File: src/rtl/ticket_counter_arb.sv
// ticket_counter_arb
// Round-robin arbiter in front of a shared wrap-around ticket counter.
// Each grant hands the current count (1..KMAX, never 0) to the winner as a
// ticket and then advances the counter. A winner must drop its request before
// the arbiter will consider anyone again, so a held request is served once.
module ticket_counter_arb #(
  parameter int           N    = 4,
  parameter int           W    = 4,
  parameter logic [W-1:0] KMAX = 4'b1111
) (
  input  logic         clk,
  input  logic         rst_n,
  input  logic [N-1:0] req,
  input  logic         hold,
  output logic [N-1:0] gnt,
  output logic [W-1:0] ticket,
  output logic         busy,
  output logic         prop
);

  localparam int PW = (N > 1) ? $clog2(N) : 1;

  localparam logic [1:0] S_IDLE    = 2'd0;
  localparam logic [1:0] S_GRANT   = 2'd1;
  localparam logic [1:0] S_RELEASE = 2'd2;

  localparam logic [W-1:0] ONE_W = W'(1);
  localparam logic [N-1:0] ONE_N = N'(1);

  logic [1:0]    state;
  logic [W-1:0]  count;
  // ptr doubles as the winner index: it is written with the winner at grant
  // time and is what RELEASE watches for the drop of req.
  logic [PW-1:0] ptr;

  logic          found;
  logic [PW-1:0] pick;
  logic [PW-1:0] idx;

  // Explicit wrap KMAX -> 1; never depends on W-bit overflow, so 0 is never produced.
  function automatic logic [W-1:0] wrap_inc(input logic [W-1:0] v);
    return (v == KMAX) ? ONE_W : v + ONE_W;
  endfunction

  // Round-robin scan: first set req bit starting just after the last winner.
  always_comb begin
    found = 1'b0;
    pick  = '0;
    idx   = '0;
    for (int k = 1; k <= N; k++) begin
      idx = PW'((int'(ptr) + k) % N);
      if (!found && req[idx]) begin
        found = 1'b1;
        pick  = idx;
      end
    end
  end

  // Control FSM, registered grant/ticket/busy outputs and the shared counter.
  always_ff @(posedge clk) begin
    if (!rst_n) begin
      state  <= S_IDLE;
      count  <= ONE_W;
      ptr    <= PW'(N - 1);
      gnt    <= '0;
      ticket <= '0;
      busy   <= 1'b0;
    end else begin
      case (state)
        S_IDLE: begin
          if (!hold && found) begin
            gnt    <= ONE_N << pick;
            ticket <= count;
            ptr    <= pick;
            busy   <= 1'b1;
            state  <= S_GRANT;
          end else begin
            gnt <= '0;
          end
        end
        S_GRANT: begin
          // Ticket already handed out as the pre-increment value; advance now.
          count  <= wrap_inc(count);
          gnt    <= '0;
          ticket <= '0;
          busy   <= 1'b1;
          state  <= S_RELEASE;
        end
        S_RELEASE: begin
          // Hold off re-arbitration until the winner lets go of its request.
          if (!req[ptr]) begin
            busy  <= 1'b0;
            state <= S_IDLE;
          end
        end
        default: begin
          gnt    <= '0;
          ticket <= '0;
          busy   <= 1'b0;
          state  <= S_IDLE;
        end
      endcase
    end
  end

  // Safety: counter never 0, grant at most one-hot, a live grant never carries ticket 0.
  assign prop = (count != '0)
             && ((gnt & (gnt - ONE_N)) == '0)
             && ((gnt == '0) || (ticket != '0));

  prop_holds: assert property (@(posedge clk) disable iff (!rst_n) prop);

endmodule

File: config.mk
export PLATFORM = sky130hd
export DESIGN_NAME = ticket_counter_arb
export DESIGN_NICKNAME = d
export VERILOG_FILES = /design/src/rtl/ticket_counter_arb.sv
export SDC_FILE = /design/constraint.sdc
export NUM_CORES = 1
export LEC_CHECK = 0
export ABC_AREA = 1
export ABC_CLOCK_PERIOD_IN_PS = 1690
export BUFFER_PORTS_ARGS = -buffer_cell sky130_fd_sc_hd__buf_2
export CAP_MARGIN = 20
export CORE_UTILIZATION = 50
export DETAILED_ROUTE_END_ITERATION = 10
export GPL_ROUTABILITY_DRIVEN = 0
export GPL_TIMING_DRIVEN = 0
export HOLD_SLACK_MARGIN = 0.15
export PLACE_DENSITY = 0.74
export SLEW_MARGIN = 20
export SYNTH_ARGS = -nofsm -noshare
export SYNTH_HDL_FRONTEND = slang
export SYNTH_SLANG_ARGS = --single-unit
export TNS_END_PERCENT = 30
File: constraint.sdc
create_clock -name clk -period 1.69 [get_ports clk]
set_clock_uncertainty 0.1 [all_clocks]
set_input_delay 0.169 -clock clk [delete_from_list [all_inputs] [get_ports clk]]
set_output_delay 0.169 -clock clk [all_outputs]
set_load 0.02 [all_outputs]
==> results of run 1 <==
[metrics by stage]
step	hold slack [ns]	cells	worst slack [ns]
after floorplan	0.322	153	0.233
after global placement	0.346	195	0.102
after detailed placement	0.367	195	0.0595
after CTS	0.150	200	0.00242
after global routing	0.221	205	-0.0986
final	0.221	205	-0.0123
[logic make-up (layout without fill, tap and decap cells)]
group	after synthesis	count (layout)	synth area share, %
adder cells (fa/ha/maj)	2	2	2.42
buffers and inverters	28	53	11.8
flip-flops	17	17	33.0
AND/OR/NAND/NOR	79	79	37.9
AO/OA/AOI/OAI	27	27	14.9
[routing by layer]
metal  vias up  GRT usage (%)
met5         -              0
met4         0           3.43
met3         4           5.66
met2        19           29.9
met1       504           24.7
li1        549              -
[path summary, 6_finish.rpt]
| check | startpoint | endpoint | depth (start not counted) |
|---|---|---|---|
| worst max register to register | ptr[0]$_SDFFE_PN1P_ | ticket[2]$_SDFFE_PN0P_ | 13 |
| worst min-delay path | rst_n | ticket[3]$_SDFFE_PN0P_ | 3 |
| worst min register to register | busy$_SDFFE_PN0P_ | busy$_SDFFE_PN0P_ | 2 |
| worst max-delay path | ptr[0]$_SDFFE_PN1P_ | ticket[2]$_SDFFE_PN0P_ | 13 |
[registers in the layout (all words and copies together) (netlist names)]
| register | count |
|---|---|
| busy | 1 |
| count | 4 |
| gnt | 4 |
| ticket | 4 |
| state | 2 |
| ptr | 2 |
[synth_stat cells, types with 2 or more instances]
cell type and n:
inv_2 4, dfxtp_1 17, nand3_1 16, nand2_1 36, o21ai_0 7, nor4_1 2
ha_1 2, o21ai_1 4, inv_1 19, nor2_1 7, nand2_2 11, a21oi_1 10
[worst min-delay path, cell delays in order]
cell and delay, ns:
clkbuf_1 0.22, nand3_2 0.14, o21ai_1 0.05
[repair_timing]
item / CTS / global route
gates cloned: 0 / 1
setup buffers: 0 / 4
gates resized for setup: 2 / 33
hold endpoints to repair: 2 / 0
pin swaps: 0 / 10
setup endpoints to repair: 1 / 13
hold buffers: 1 / 0
[power by group]
part,internal [mW],switching [mW],leakage [nW]
logic,0.420,0.726,0.486
registers,0.471,0.0496,0.138
clock network,0.0881,0.130,0.0177
total,0.979,0.905,0.642
[layout make-up]
| cell class | count | area [um^2] |
|---|---|---|
| fillers | 167 | 609 |
| repair buffers | 21 | 123 |
| well taps | 27 | 33.8 |
| flip-flops and latches | 17 | 345 |
| clock buffers | 3 | 22.5 |
| clock inverters | 1 | 5.00 |
| plain buffers | 3 | 26.3 |
| inverters | 25 | 104 |
| multi-input cells | 108 | 673 |
==> impl_metrics.toml, run 1 <==
[detailed_routing]
vias_per_cell = 5.25
drt_wl_total_mm = 2.36
wl_met1_mm = 1.05
avgRoutedWirePerCell_um = 11.5
dr_wl_met3_um = 63
final_antenna_net_count = 0
vias = 1076
met2WireLength_mm = 1.22
drt_first_pass_iters = 4
drt_iter0_drc = 14
highest_layer = "met4"
route.detailed.drc = 0

[logic_synthesis]
synth_cell_types = 30
syn_avg_cell_area_um2 = 6.75
synthTopCellsByArea = "dfxtp_1, nand2_1, nand3_1"
synth_flop_cell = "dfxtp_1"
synth_top_cell_by_area = "dfxtp_1"
synth_nets = 162
mappedNetlistArea_um2 = 1030
synth.top_cell.area_share_pct = 33.0
ys_seq_elements = 17
synthArstFlopShare_pct = 0
synth-edff-count = 0
seq_area_frac_synth_pct = 33.0
yosysWarnings = 0
syn_inst = 153

[timing]
timing.final.crit_share_pct = 101
rsz0062_at_grt = "yes"
finalWorstSetupSlack_ns = -0.0123
drv_slew = 0
fmax_mhz = 587
fin_crit_ns = 1.70
slew_headroom_pct = 68.0
setup_tns_ns = -0.0123
setup_viol = 1
worstMarginPinSlew_ns = 0.479
hold_viol_final = 0

[place]
dpl.hpwl_mm = 1.55
io_buffers = 15
place_area_um2 = 1140

[outcome]
violations = "negative setup slack"
status = "finished with violations"

[worst_setup_path]
crit_slowest_cell = "dfxtp_2"
setup.worst_path.class = "reg -> reg"
startpoint_type = "flop"
crit_required_ns = 1.82
crit_chain = "buf_6 > inv_8 > nand2_2 > nand2_2 > nand2_2 > nand2_4 > nor2_4 > nand3_4 > nand2_4 > nand2_4 > nand2_4 > nand3_2 > o21ai_1"
worst_ep_arrival_time_ns = 1.83
crit_family = "simple AND/OR/NAND/NOR gates"
path_buf_inv = 2
cpPeakStageDelay_ns = 0.35
cp-end-kind = "flop"
rrSetupSlack_ns = -0.01
cp_common_cell = "nand2_4"
cp_max_fo = 9

[floorplan]
initial_utilization_pct = 53.2
die-area_um2 = 2250
placementRows = 16
ios = 17
die_w_um = 47.4
die_y_um = 47.4
core-area_um2 = 1940

[cts]
h-tree-depth = 1
clk_latency_ns = 0.29
numCtsBuffers = 3
cts_num_sinks = 17
cts_tree = "done"
path_clk_slew_ns = 0.10
cts_max_path_buffers = 2
root_buffer = "clkbuf_4"

[final_layout]
diodes = 0
most-common-layout-cells = "nand2_1, inv_1, buf_2"
layout.nets = 188
fin_util_pct = 68.6
fin_area_um2 = 1330
area_delta_synth_final_pct = 29.1
final_common_cell = "nand2_1"
drive_above_1_share_pct = 41.0

[pwr]
powerDensity_nw_per_um2 = 1410
static-leakage-power_nw = 0.642
ir_worst_vdd_mv = 0.780
power_mw = 1.88

[global_routing]
grt_max_degree = 11
antenna_found_initial = 0
grt_pass1_vias = 778
track_usage_pct = 18.5
overflow = 0
grt_pass1_wl_mm = 3.00

[hold_path]
holdCritPathClass = "in -> reg"

[flow_run]
maxCapViolations = 0
(Power assumes the default switching activity.)
==> run 2: changes to the inputs <==
ABC_CLOCK_PERIOD_IN_PS = 1500   (was 1690)
BUFFER_PORTS_ARGS = -buffer_cell sky130_fd_sc_hd__buf_4   (was -buffer_cell sky130_fd_sc_hd__buf_2)
CORE_UTILIZATION = 49   (was 50)
PLACE_DENSITY = 0.76   (was 0.74)
SLEW_MARGIN = default   (was 20)
clock period = 1.5 ns   (was 1.69 ns; I/O delays follow)
==> run 2 against run 1 <==
- the flow still finishes with violations (negative setup slack)
- global-route usage up 5.8 points
- clock-buffer cell count unchanged
- first-iteration DRC count up 86%
- combinational power up 35%
- critical endpoint is now gnt[3]$_SDFFE_PN0P_
==> impl_metrics.toml, run 2 (synthesis gave the netlist of run 1 again) <==
[final_layout]
diodes = 0
drive_above_1_share_pct = 45.7
area_delta_synth_final_pct = 44.6
layout.nets = 194
reg_top3 = "count x4, gnt x4, ticket x4"
most-common-layout-cells = "nand2_1, buf_4, nand2_2"
final_common_cell = "nand2_1"

[pwr]
powerDensity_nw_per_um2 = 1600
seq_power_share_pct = 24.7
pwr-share-clk_pct = 10.6
p_sw_mw = 1.18
ir_worst_vdd_mv = 1.02
power_mw = 2.40
swShare_pct = 49.1
power_frac_comb_pct = 64.7
static-leakage-power_nw = 0.683
p_int_mw = 1.22

[detailed_routing]
highest_layer = "met4"
avgRoutedWirePerCell_um = 13.3
drt_first_pass_iters = 4
wl_met1_mm = 1.28
drt_iter0_drc = 26
route.detailed.drc = 0
vias = 1133
dr_wl_met3_um = 110
drt_wl_total_mm = 2.80
final_antenna_net_count = 0
met2WireLength_mm = 1.37
vias_per_cell = 5.37

[timing]
worstMarginPinSlew_ns = 0.462
fin_crit_ns = 1.69
finalWorstSetupSlack_ns = -0.189
timing.final.crit_share_pct = 113
fmax_mhz = 592
setup_viol = 13
setup_tns_ns = -2.01
rsz0062_at_grt = "yes"
slew_headroom_pct = 69.1
hold_viol_final = 0
drv_slew = 0

[global_routing]
grt_pass1_vias = 978
antenna_found_initial = 0
track_usage_pct = 24.4
grt_pass1_wl_mm = 3.88
grt_max_degree = 11
overflow = 0

[worst_setup_path]
setup.worst_path.class = "reg -> reg"
cp_common_cell = "nand2_2"
crit_required_ns = 1.65
startpoint_type = "flop"
crit_slowest_cell = "dfxtp_2"
cp-end-kind = "flop"
cp_max_fo = 8
crit_chain = "buf_6 > inv_8 > nand2_2 > nand2_2 > nand2_2 > nand2_4 > nor2_4 > nand3_1 > nand3_1 > nand3_2 > a21oi_2"
cpPeakStageDelay_ns = 0.36
worst_ep_arrival_time_ns = 1.84
rrSetupSlack_ns = -0.19

[cts]
numCtsBuffers = 3
root_buffer = "clkbuf_4"
clk_latency_ns = 0.30
cts_tree = "done"
cts_max_path_buffers = 2
path_clk_slew_ns = 0.11
h-tree-depth = 1
cts_num_sinks = 17

[outcome]
status = "finished with violations"
violations = "negative setup slack"

[hold_path]
holdCritPathClass = "in -> reg"

[floorplan]
die_y_um = 47.9
placementRows = 16
core-area_um2 = 1960
die_w_um = 47.9
ios = 17
die-area_um2 = 2290
initial_utilization_pct = 52.6

[place]
dpl.hpwl_mm = 1.61
io_buffers = 15

[flow_run]
maxCapViolations = 0
## run 2: cell types whose count changed in the layout (fill, tap and decap cells not counted), sizes merged
cell / before / now
dlygate4sd3: 1 / 7
## run 2: worst max-delay path: cells and delay by family (launching register included)
kind	cells	cell delay [ns]
simple gates	8	0.84
flops	1	0.36
buf+inv	2	0.19
compound gates	1	0.14
## run 2: final cells by class
| class | count | area [um^2] |
|---|---|---|
| Buffer | 3 | 26.3 |
| Fill cell | 151 | 469 |
| Inverter | 25 | 106 |
| Clock inverter | 1 | 5.00 |
| Sequential cell | 17 | 345 |
| Tap cell | 27 | 33.8 |
| Clock buffer | 3 | 22.5 |
| Multi-Input combinational cell | 108 | 736 |
| Timing Repair Buffer | 27 | 218 |
## run 2: layer usage
metal  up-vias  global-route usage (%)
li1        562                       -
met1       538                    30.8
met2        28                    37.8
met3         5                    7.17
met4         0                    11.7
met5         -                       0
## run 2: through the flow
stage | cell area [um^2] | hold slack, ns | utilization (%) | setup slack, ns | instances
3_5_place_dp | 1180 | 0.360 | 60.1 | -0.177 | 195
6_report | 1490 | 0.352 | 76.1 | -0.189 | 211
2_1_floorplan | 1030 | 0.303 | - | 0.0433 | 153
3_3_place_gp | 1180 | 0.352 | 60.1 | -0.0951 | 195
5_1_grt | 1490 | 0.395 | 76.1 | -0.286 | 211
4_1_cts | 1380 | 0.350 | 70.5 | -0.158 | 210
## run 2: power by group through the flow
stage                     clock [mW]  sequential (mW)  combinational (mW)
after floorplan                    0            0.625               0.783
after global placement             0            0.585                1.03
after detailed placement           0            0.589                1.05
after CTS                      0.252            0.590                1.23
after global routing           0.277            0.601                1.68
final                          0.254            0.593                1.55
## run 2: final timing paths
kind	start	end	cells past startpoint
worst max-delay path	ptr[0]$_SDFFE_PN1P_	gnt[3]$_SDFFE_PN0P_	11
worst min-delay path	req[2]	gnt[0]$_SDFFE_PN0P_	8
worst max register to register	ptr[0]$_SDFFE_PN1P_	gnt[3]$_SDFFE_PN0P_	11
worst min register to register	busy$_SDFFE_PN0P_	busy$_SDFFE_PN0P_	2
## run 2: timing repair
action	4_1_cts	5_1_grt
buffers inserted	3	1
pin swaps	11	15
hold buffers	7	0
endpoints found under the hold margin	3	0
setup endpoints to repair	13	13
resized for setup	27	26
gates cloned	1	0
==> run 3: changes to the inputs <==
ABC_AREA = default   (was 1)
CORE_UTILIZATION = 47   (was 49)
HOLD_SLACK_MARGIN = 0.03   (was 0.15)
PLACE_DENSITY = 0.74   (was 0.76)
==> run 3 against run 2 <==
- the run still ends with negative setup slack left
- non-clock buffer count fell by 9
- final cell count fell by 32%
- critical path type is now reg -> out
- setup slack got worse by 0.058 ns
- largest cell class unchanged
- clock-buffer cell count rose by 1
- via count fell by 32%
- synthesized area fell by 15%
- combinational power fell by 84%
- wire length fell by 35%
- synthesized cell count fell by 37%
- clock power fell by 2%
==> impl_metrics.toml, run 3 <==
[timing]
slew_headroom_pct = 75.0
rsz0062_at_grt = "yes"
drv_slew = 0
hold_viol_final = 0
fin_crit_ns = 1.75
timing.final.crit_share_pct = 116
whs_ns = 0.139
worstMarginPinSlew_ns = 0.375
finalWorstSetupSlack_ns = -0.247
fmax_mhz = 572
setup_viol = 1

[final_layout]
area_delta_synth_final_pct = 27.3
final_common_cell = "buf_4"
diodes = 0
layout.nets = 128
reg_top3 = "count x4, gnt x4, ticket x4"
fin_area_um2 = 1110
most-common-layout-cells = "buf_4, dfxtp_1, nor2_1"
drive_above_1_share_pct = 33.9

[worst_setup_path]
worst_ep_arrival_time_ns = 1.50
rrSetupSlack_ns = 0.02
crit_required_ns = 1.25
crit_end = "prop"
startpoint_type = "flop"
setup.worst_path.start = "ticket[3]$_SDFFE_PN0P_"
r2r-start = "ptr[1]$_SDFFE_PN1P_"
reg2reg_depth = 5
cp_max_fo = 2
cp-end-kind = "output port"
r2r_end = "gnt[3]$_SDFFE_PN0P_"
setup.worst_path.class = "reg -> out"

[logic_synthesis]
synth.top_cell.area_share_pct = 38.9
synth_cell_types = 39
synth_compound_area_share_pct = 19.7
synth.area.mux_share_pct = 5.71
synth-simple-area-share_pct = 25.9
syn_avg_cell_area_um2 = 9.03
yosys-top-cells-count = "dfxtp_1, nor2_1, a21oi_1, inv_1, mux2i_1"
synth-edff-count = 0
ys_seq_elements = 17
synth_nets = 106
synth_top_family_by_area = "simple AND/OR/NAND/NOR gates"
synth_top_cell_by_area = "dfxtp_1"
syn_inst = 97
synthArstFlopShare_pct = 0
seq_area_frac_synth_pct = 38.9
mappedNetlistArea_um2 = 876
synth_xor_area_share_pct = 1.00
synth_flop_cell = "dfxtp_1"
synth_fa_ha_area_share_pct = 4.00
yosysWarnings = 0
synthTopCellsByArea = "dfxtp_1, mux2i_1, a22o_1"
yosysMostFrequentCell = "dfxtp_1"

[detailed_routing]
drt_wl_total_mm = 1.81
final_antenna_net_count = 0
drt_first_pass_iters = 4
avgRoutedWirePerCell_um = 12.6
drt_iter0_drc = 17
route.detailed.drc = 0
vias = 767
vias_per_cell = 5.36

[floorplan]
placementRows = 15
ios = 17
die_w_um = 45.2
initial_utilization_pct = 50.2
die_y_um = 45.2
die-area_um2 = 2040
core-area_um2 = 1750

[global_routing]
grt_max_degree = 11
grt_pass1_wl_mm = 2.92
grt_pass1_vias = 645
overflow = 0
track_usage_pct = 20.4
antenna_found_initial = 0

[outcome]
violations = "negative setup slack"
status = "finished with violations"

[pwr]
power_mw = 1.00
powerDensity_nw_per_um2 = 901
static-leakage-power_nw = 0.495
ir_worst_vdd_mv = 0.541

[cts]
cts_max_path_buffers = 2
clk_latency_ns = 0.29
h-tree-depth = 1
path_clk_slew_ns = 0.10
cts_tree = "done"
hold_buffers = 0
root_buffer = "clkbuf_4"
cts_num_sinks = 17
numCtsBuffers = 3

[flow_run]
maxCapViolations = 0

[place]
place_area_um2 = 1040
io_buffers = 16
dpl.hpwl_mm = 1.34

[hold_path]
holdCritPathClass = "in -> reg"
hold_path_depth = 4
[run 3: cell types whose count changed after synthesis, sizes merged, moves of 2 or more]
cell	previous run	this run
nand2	48	4
nand2b	0	2
or2	0	2
nand3	18	4
and3	0	4
nor3	1	5
a22o	0	4
mux2i	0	5
a21oi	11	5
nor2b	0	2
inv	24	5
o21ai	11	4
a21o	0	2
[run 3: how the worst min path moves through the flow]
stage | start | end | slack (ns)
2_1_floorplan | rst_n | count[0]$_SDFFE_PN1P_ | 0.29
3_3_place_gp | ticket[1]$_SDFFE_PN0P_ | ticket[1]$_SDFFE_PN0P_ | 0.38
3_5_place_dp | ticket[0]$_SDFFE_PN0P_ | ticket[0]$_SDFFE_PN0P_ | 0.39
4_1_cts | hold | busy$_SDFFE_PN0P_ | 0.14
5_1_grt | hold | busy$_SDFFE_PN0P_ | 0.16
6_report | hold | busy$_SDFFE_PN0P_ | 0.14
[run 3: metrics by stage]
step                      instances  setup WS (ns)  setup TNS [ns]  utilization (%)
after global routing            143         -0.295          -0.409             63.9
after detailed placement        138        -0.0206         -0.0407             59.5
final                           143         -0.247          -0.247             63.9
after CTS                       143         -0.233          -0.233             63.3
after global placement          138       -0.00208        -0.00208             59.5
after floorplan                  97         0.0129               0                -
[run 3: kinds of logic (layout without fill, tap and decap cells)]
| kind of cell | Yosys count | count (layout) |
|---|---|---|
| compound gates | 24 | 24 |
| fa+ha+maj | 3 | 3 |
| buf+inv | 9 | 30 |
| mux | 5 | 5 |
| flops | 17 | 17 |
| xor+xnor | 1 | 1 |
| simple gates | 38 | 38 |
[run 3: report_power, final]
| group | internal, mW | total, mW | switching (mW) |
|---|---|---|---|
| combinational | 0.122 | 0.252 | 0.130 |
| sequential | 0.478 | 0.503 | 0.0258 |
| clock | 0.104 | 0.248 | 0.145 |
[run 3: critical path: stages, from the launching register on]
cell and delay (ns):
dfxtp_2 0.34, nor4_4 0.32, maj3_2 0.24, nor3_2 0.04, a2bb2oi_2 0.13, buf_6 0.13
[run 3: metal layers]
| metal | track usage [%] | part of all wire (%) |
|---|---|---|
| met1 | 26.1 | 47 |
| met2 | 32.5 | 47 |
| met3 | 3.60 | 3.5 |
| met4 | 10.9 | 2.3 |
| met5 | 0 | 0 |
[run 3: layout make-up]
class / count / area [um^2]
timing repair buffer: 17 / 131
sequential: 17 / 345
multi-input combinational: 71 / 534
tap: 25 / 31.3
clock buffer: 4 / 26.3
fill: 159 / 631
buffer: 4 / 27.5
inverter: 5 / 18.8
[run 3: timing repair]
| item | 4_1_cts | 5_1_grt |
|---|---|---|
| setup endpoints to repair | 6 | 4 |
| pin swaps | 2 | 0 |
| resized for setup | 8 | 4 |
| endpoints found under the hold margin | 0 | 0 |
| setup buffers | 1 | 0 |
